### src/rtl/aes_mix_pkg.sv
// aes_mix_pkg: shared GF(2^8) helpers and types for the MixColumns pipeline
// Provides the reduction constant, xtime, the per-beat mode encoding and the column type.
package aes_mix_pkg;
    localparam logic [7:0] GF_POLY = 8'h1b;
    typedef enum logic [1:0] {FWD = 2'd0, INV = 2'd1, BYP = 2'd2} mix_mode_t;
    // Element [3] sits at bits [31:24] and holds byte b0.
    typedef logic [3:0][7:0] col_t;
    function automatic logic [7:0] xtime(input logic [7:0] a);
        return {a[6:0], 1'b0} ^ (GF_POLY & {8{a[7]}});
    endfunction
endpackage

### src/rtl/aes_mixcol_word.sv
// aes_mixcol_word: combinational single-column inverse pre-transform and forward mix
// Ports: inv_i/pre_i -> pre_o (pre-transformed when inv_i, else identity);
//        byp_i/mix_i -> mix_o (forward MixColumns of mix_i, or mix_i when byp_i).
module aes_mixcol_word
    import aes_mix_pkg::*;
(
    input  logic inv_i,
    input  col_t pre_i,
    output col_t pre_o,
    input  logic byp_i,
    input  col_t mix_i,
    output col_t mix_o
);
    logic [7:0] u, v, b0, b1, b2, b3, m0, m1, m2, m3;
    // InvMixColumns = MixColumns after multiplying b0/b2 and b1/b3 pairs by {04}.
    assign u = xtime(xtime(pre_i[3] ^ pre_i[1]));
    assign v = xtime(xtime(pre_i[2] ^ pre_i[0]));
    assign pre_o = inv_i ? {pre_i[3] ^ u, pre_i[2] ^ v, pre_i[1] ^ u, pre_i[0] ^ v} : pre_i;
    assign b0 = mix_i[3];
    assign b1 = mix_i[2];
    assign b2 = mix_i[1];
    assign b3 = mix_i[0];
    assign m0 = xtime(b0) ^ xtime(b1) ^ b1 ^ b2 ^ b3;
    assign m1 = b0 ^ xtime(b1) ^ xtime(b2) ^ b2 ^ b3;
    assign m2 = b0 ^ b1 ^ xtime(b2) ^ xtime(b3) ^ b3;
    assign m3 = xtime(b0) ^ b0 ^ b1 ^ b2 ^ xtime(b3);
    assign mix_o = byp_i ? mix_i : {m0, m1, m2, m3};
endmodule

### src/rtl/aes_mixcol_pipe.sv
// aes_mixcol_pipe: pipelined AES MixColumns/InvMixColumns/bypass with valid/ready flow control
// Ports: clk, rst (async, active-high); in_valid/in_ready/in_data/in_mode/in_tag beat input;
//        out_valid/out_ready/out_data/out_tag beat output. Column c at [32c+31:32c].
module aes_mixcol_pipe
    import aes_mix_pkg::*;
#(
    parameter int NCOL   = 4,
    parameter int STAGES = 2,
    parameter int TAG_W  = 4
) (
    input  logic                 clk,
    input  logic                 rst,
    input  logic                 in_valid,
    output logic                 in_ready,
    input  logic [32*NCOL-1:0]   in_data,
    input  logic [1:0]           in_mode,
    input  logic [TAG_W-1:0]     in_tag,
    output logic                 out_valid,
    input  logic                 out_ready,
    output logic [32*NCOL-1:0]   out_data,
    output logic [TAG_W-1:0]     out_tag
);
    localparam int W = 32 * NCOL;
    col_t [NCOL-1:0] in_cols, pre, mix_src, mix;
    logic in_inv, in_byp, mix_byp;
    assign in_cols = in_data;
    assign in_inv  = in_mode == INV;
    // Reserved mode 3 shares bit 1 with bypass, so it bypasses too.
    assign in_byp  = in_mode[1];
    for (genvar c = 0; c < NCOL; c++) begin : g_col
        aes_mixcol_word u_word (
            .inv_i (in_inv),
            .pre_i (in_cols[c]),
            .pre_o (pre[c]),
            .byp_i (mix_byp),
            .mix_i (mix_src[c]),
            .mix_o (mix[c])
        );
    end
    if (STAGES == 2) begin : g_two
        logic s1_v_q, s1_v_d, s2_v_q, s2_v_d, s1_byp_q, s1_byp_d, s1_load, s2_load;
        col_t [NCOL-1:0] s1_data_q, s1_data_d;
        logic [W-1:0] s2_data_q, s2_data_d;
        logic [TAG_W-1:0] s1_tag_q, s1_tag_d, s2_tag_q, s2_tag_d;
        assign s2_load = !s2_v_q || out_ready;
        assign s1_load = !s1_v_q || s2_load;
        always_comb begin
            s1_v_d    = s1_load ? in_valid : s1_v_q;
            s1_data_d = (s1_load && in_valid) ? pre : s1_data_q;
            s1_byp_d  = (s1_load && in_valid) ? in_byp : s1_byp_q;
            s1_tag_d  = (s1_load && in_valid) ? in_tag : s1_tag_q;
            s2_v_d    = s2_load ? s1_v_q : s2_v_q;
            s2_data_d = (s2_load && s1_v_q) ? mix : s2_data_q;
            s2_tag_d  = (s2_load && s1_v_q) ? s1_tag_q : s2_tag_q;
        end
        always_ff @(posedge clk or posedge rst) begin
            if (rst) begin
                s1_v_q    <= 1'b0;
                s1_data_q <= '0;
                s1_byp_q  <= 1'b0;
                s1_tag_q  <= '0;
                s2_v_q    <= 1'b0;
                s2_data_q <= '0;
                s2_tag_q  <= '0;
            end else begin
                s1_v_q    <= s1_v_d;
                s1_data_q <= s1_data_d;
                s1_byp_q  <= s1_byp_d;
                s1_tag_q  <= s1_tag_d;
                s2_v_q    <= s2_v_d;
                s2_data_q <= s2_data_d;
                s2_tag_q  <= s2_tag_d;
            end
        end
        assign in_ready  = s1_load;
        assign mix_src   = s1_data_q;
        assign mix_byp   = s1_byp_q;
        assign out_valid = s2_v_q;
        assign out_data  = s2_data_q;
        assign out_tag   = s2_tag_q;
    end else begin : g_one
        logic v_q, v_d, load;
        logic [W-1:0] data_q, data_d;
        logic [TAG_W-1:0] tag_q, tag_d;
        assign load = !v_q || out_ready;
        always_comb begin
            v_d    = load ? in_valid : v_q;
            data_d = (load && in_valid) ? mix : data_q;
            tag_d  = (load && in_valid) ? in_tag : tag_q;
        end
        always_ff @(posedge clk or posedge rst) begin
            if (rst) begin
                v_q    <= 1'b0;
                data_q <= '0;
                tag_q  <= '0;
            end else begin
                v_q    <= v_d;
                data_q <= data_d;
                tag_q  <= tag_d;
            end
        end
        assign in_ready  = load;
        assign mix_src   = pre;
        assign mix_byp   = in_byp;
        assign out_valid = v_q;
        assign out_data  = data_q;
        assign out_tag   = tag_q;
    end
endmodule

### config.mk
export PLATFORM = sky130hd
export DESIGN_NAME = aes_mixcol_pipe
export DESIGN_NICKNAME = d
export VERILOG_FILES = /design/src/rtl/aes_mix_pkg.sv /design/src/rtl/aes_mixcol_word.sv /design/src/rtl/aes_mixcol_pipe.sv
export SDC_FILE = /design/constraint.sdc
export NUM_CORES = 1
export LEC_CHECK = 0
export BUFFER_PORTS_ARGS = -buffer_cell sky130_fd_sc_hd__buf_2
export CORE_MARGIN = 2
export CORE_UTILIZATION = 40
export CTS_BUF_LIST = sky130_fd_sc_hd__clkbuf_4 sky130_fd_sc_hd__clkbuf_8
export DETAILED_ROUTE_END_ITERATION = 8
export MAX_ROUTING_LAYER = met4
export SYNTH_ARGS = -nofsm -noshare
export SYNTH_HDL_FRONTEND = slang
export SYNTH_SLANG_ARGS = --single-unit
### constraint.sdc
create_clock -name clk -period 14.9 [get_ports clk]
set_input_delay 2.98 -clock clk [delete_from_list [all_inputs] [get_ports clk]]
set_output_delay 2.98 -clock clk [all_outputs]
set_load 0.03 [all_outputs]
==> flow_summary.toml <==
[drt]
drtPass1Iterations = 6
wl_per_cell_microns = 18.8
drtIter0Drc = 870
wl_mm = 50.0
viasPerCell = 5.22
drc = 0
ant_nets = 0
vias = 13934

[global_route]
grt_pass1_wl_mm = 77.6
grt_max_degree = 146
gr-total-overflow = 0
track_usage_pct = 22.7
antenna_found_initial = 1
grt_pass1_vias = 13748

[logic_synthesis]
avgSynthCellArea_sq_um = 9.01
syn_nets = 2084
yosysUniqueCellTypes = 23
ys_async_sr_fraction_pct = 100
ys.flop_type = "dfrtp_1"
ys_ff_latch = 267
syn_area_sq_um = 17500
synth_seq_area_share_pct = 38.1
netlist_instances = 1946
synth_edf_count = 0
ys_warn_count = 0

[pwr]
max-vdd-ir-drop_uv = 73.7
power-per-cell-area_nw_per_um2 = 190
leakagePower_nw = 7.99

[sta]
rsz0062_at_grt = "no"
timing.setup.tns_ps = 0
clock-skew-final_ps = 11.9
maxSlewViolCount = 0
setup_ws_ps = 8130
min_period_ps = 6770
tightest_slew_ps = 1190
clock.fmax_mhz = 148
finalCritPeriodShare_pct = 45.5
hold_viol_final = 0
slew-limit-headroom_pct = 20.5
setup_viol = 0
whs_ps = 462

[placement]
place_ws_ps = 8180
place_area_sq_um = 18800
place_hpwl_mm = 35.1
place_inst = 2579
place_congestion = 0.861
io_buffers = 271

[hold_path]
hold_depth = 2
hp-class = "reg2reg"
min-delay-start = "g_two.s1_tag_q[2]$_DFFE_PP0P_"
worstHoldEndpoint = "out_tag[2]$_DFFE_PP0P_"

[clocking]
path_clk_slew_ps = 50
ctsResizeCount = 0
clock_sinks = 267
cts_setup_buffers = 0
cts.path.max_buffers = 3
cts_hold_buf = 0
cts_root_buffer = "clkbuf_8"
htreeDepth = 2
clk_latency_ps = 620
numCtsBuffers = 51
cts_tree = "yes"

[critical_path]
cpLargestDelayFamily = "buffers and inverters"
rr_endpoint = "out_data[121]$_DFFE_PP0P_"
worst_path_max_delay_cell = "nand3b_1"
cp.buffers_inverters = 2
end_kind = "primary output"
path_common_cell = "buf_2"
max_stage_delay_ps = 380
cp-startpoint = "out_ready"
crit_type = "in2out"
ff2ff_path_depth = 5
reg2reg_setup_slack_ps = 11840
crit_arrival_ps = 3790
cp_cell_sequence = "buf_2 > nand3b_1 > buf_2"
cp-start-kind = "input pin"
reg2reg_from = "out_valid$_DFFE_PP0P_"
cp_max_fo = 4
required_ps = 11920

[finish]
fin_cells = 2668
syn_to_final_growth_pct = 13.3
drive_gt1_share_pct = 18.9
nets = 2185
final_common_cell = "xnor2_1"
final_cell_area_sq_um = 19900
layout_common_cells = "xnor2_1 (438), buf_2 (271), dfrtp_1 (266), nand2_1 (200), o21ai_0 (135)"

[die]
start_util_pct = 40.6
die_h_microns = 213
dieArea_sq_um = 45500
fp.dieW_microns = 213
rows = 76
ios = 272
coreArea_sq_um = 43200

[job]
drv_cap = 0

[run_status]
status = "complete, no violations"
## per-layer routing
metal  track usage [%]  vias to the layer above  part of all wire [%]
li1                  -                     6677                     -
met1              29.3                     6783                    45
met2              36.3                      378                    47
met3              2.91                       96                   4.6
met4              9.05                        0                   3.2
met5                 -                        -                     0
## sequential cells by signal, summed over array words and instances (netlist names)
signal and count:
g_two.s1_data_q 128, out_valid 1, g_two.s1_byp_q 1, out_tag 4, g_two.s1_tag_q 4, g_two.s1_v_q 1
out_data 128
## stage by stage
| step | utilization [%] | power [mW] |
|---|---|---|
| after floorplan | - | 2.58 |
| after global placement | 43.6 | 3.04 |
| after CTS | 46.0 | 3.82 |
| after global routing | 46.0 | 4.02 |
| final | 46.0 | 3.78 |
| after detailed placement | 43.6 | 3.06 |
## power by group
group          switching (mW)  internal (mW)  leakage (nW)
Combinational            1.06          0.740          4.24
Clock                   0.325          0.419         0.559
Sequential              0.271          0.962          3.19
## worst max path at each step
stage          slack [ps]  depth (start not counted)                         end
3_5_place_dp         8180                          3                    in_ready
5_1_grt              8160                          3                    in_ready
6_report             8130                          3                    in_ready
2_1_floorplan        4570                          1  g_two.s1_byp_q$_DFFE_PP0P_
4_1_cts              8180                          3                    in_ready
3_3_place_gp         8180                          3                    in_ready
## area by class of cell
type	instances	area [sq um]
clock buffer	82	997
fill	4314	23300
antenna	1	2.50
inverter	4	22.5
timing repair buffer	278	1420
multi-input combinational	1445	9970
clock inverter	6	30.0
sequential	267	6690
tap	585	732
## cell usage after synthesis, drive strengths merged (4+ instances only)
library cell	count	area, sq um
nor2	105	394
xor2	111	972
o21ai	135	676
buf	35	163
nand3	121	606
inv	4	15.0
nand2b	5	31.3
nand2	202	758
clkbuf	195	736
xnor2	457	4150
o211ai	121	908
or3	80	500
mux2i	4	40.0
xnor3	15	338
dfrtp	267	6680
a31oi	80	500
## cells by family after synthesis
kind of cell | Yosys count | synth area share, %
buf+inv | 234 | 5.21
mux | 4 | 0.228
xor+xnor | 583 | 31.1
compound gates | 339 | 12.0
flops | 267 | 38.1
simple gates | 519 | 13.3
## worst reg2reg max path, stage by stage (launching register included)
cell and delay (ps):
dfrtp_1 430, nand2b_1 280, and2_4 790, nand2b_4 400
buf_4 500, o211ai_1 560
Note: power is estimated with default switching activity, not from simulation.
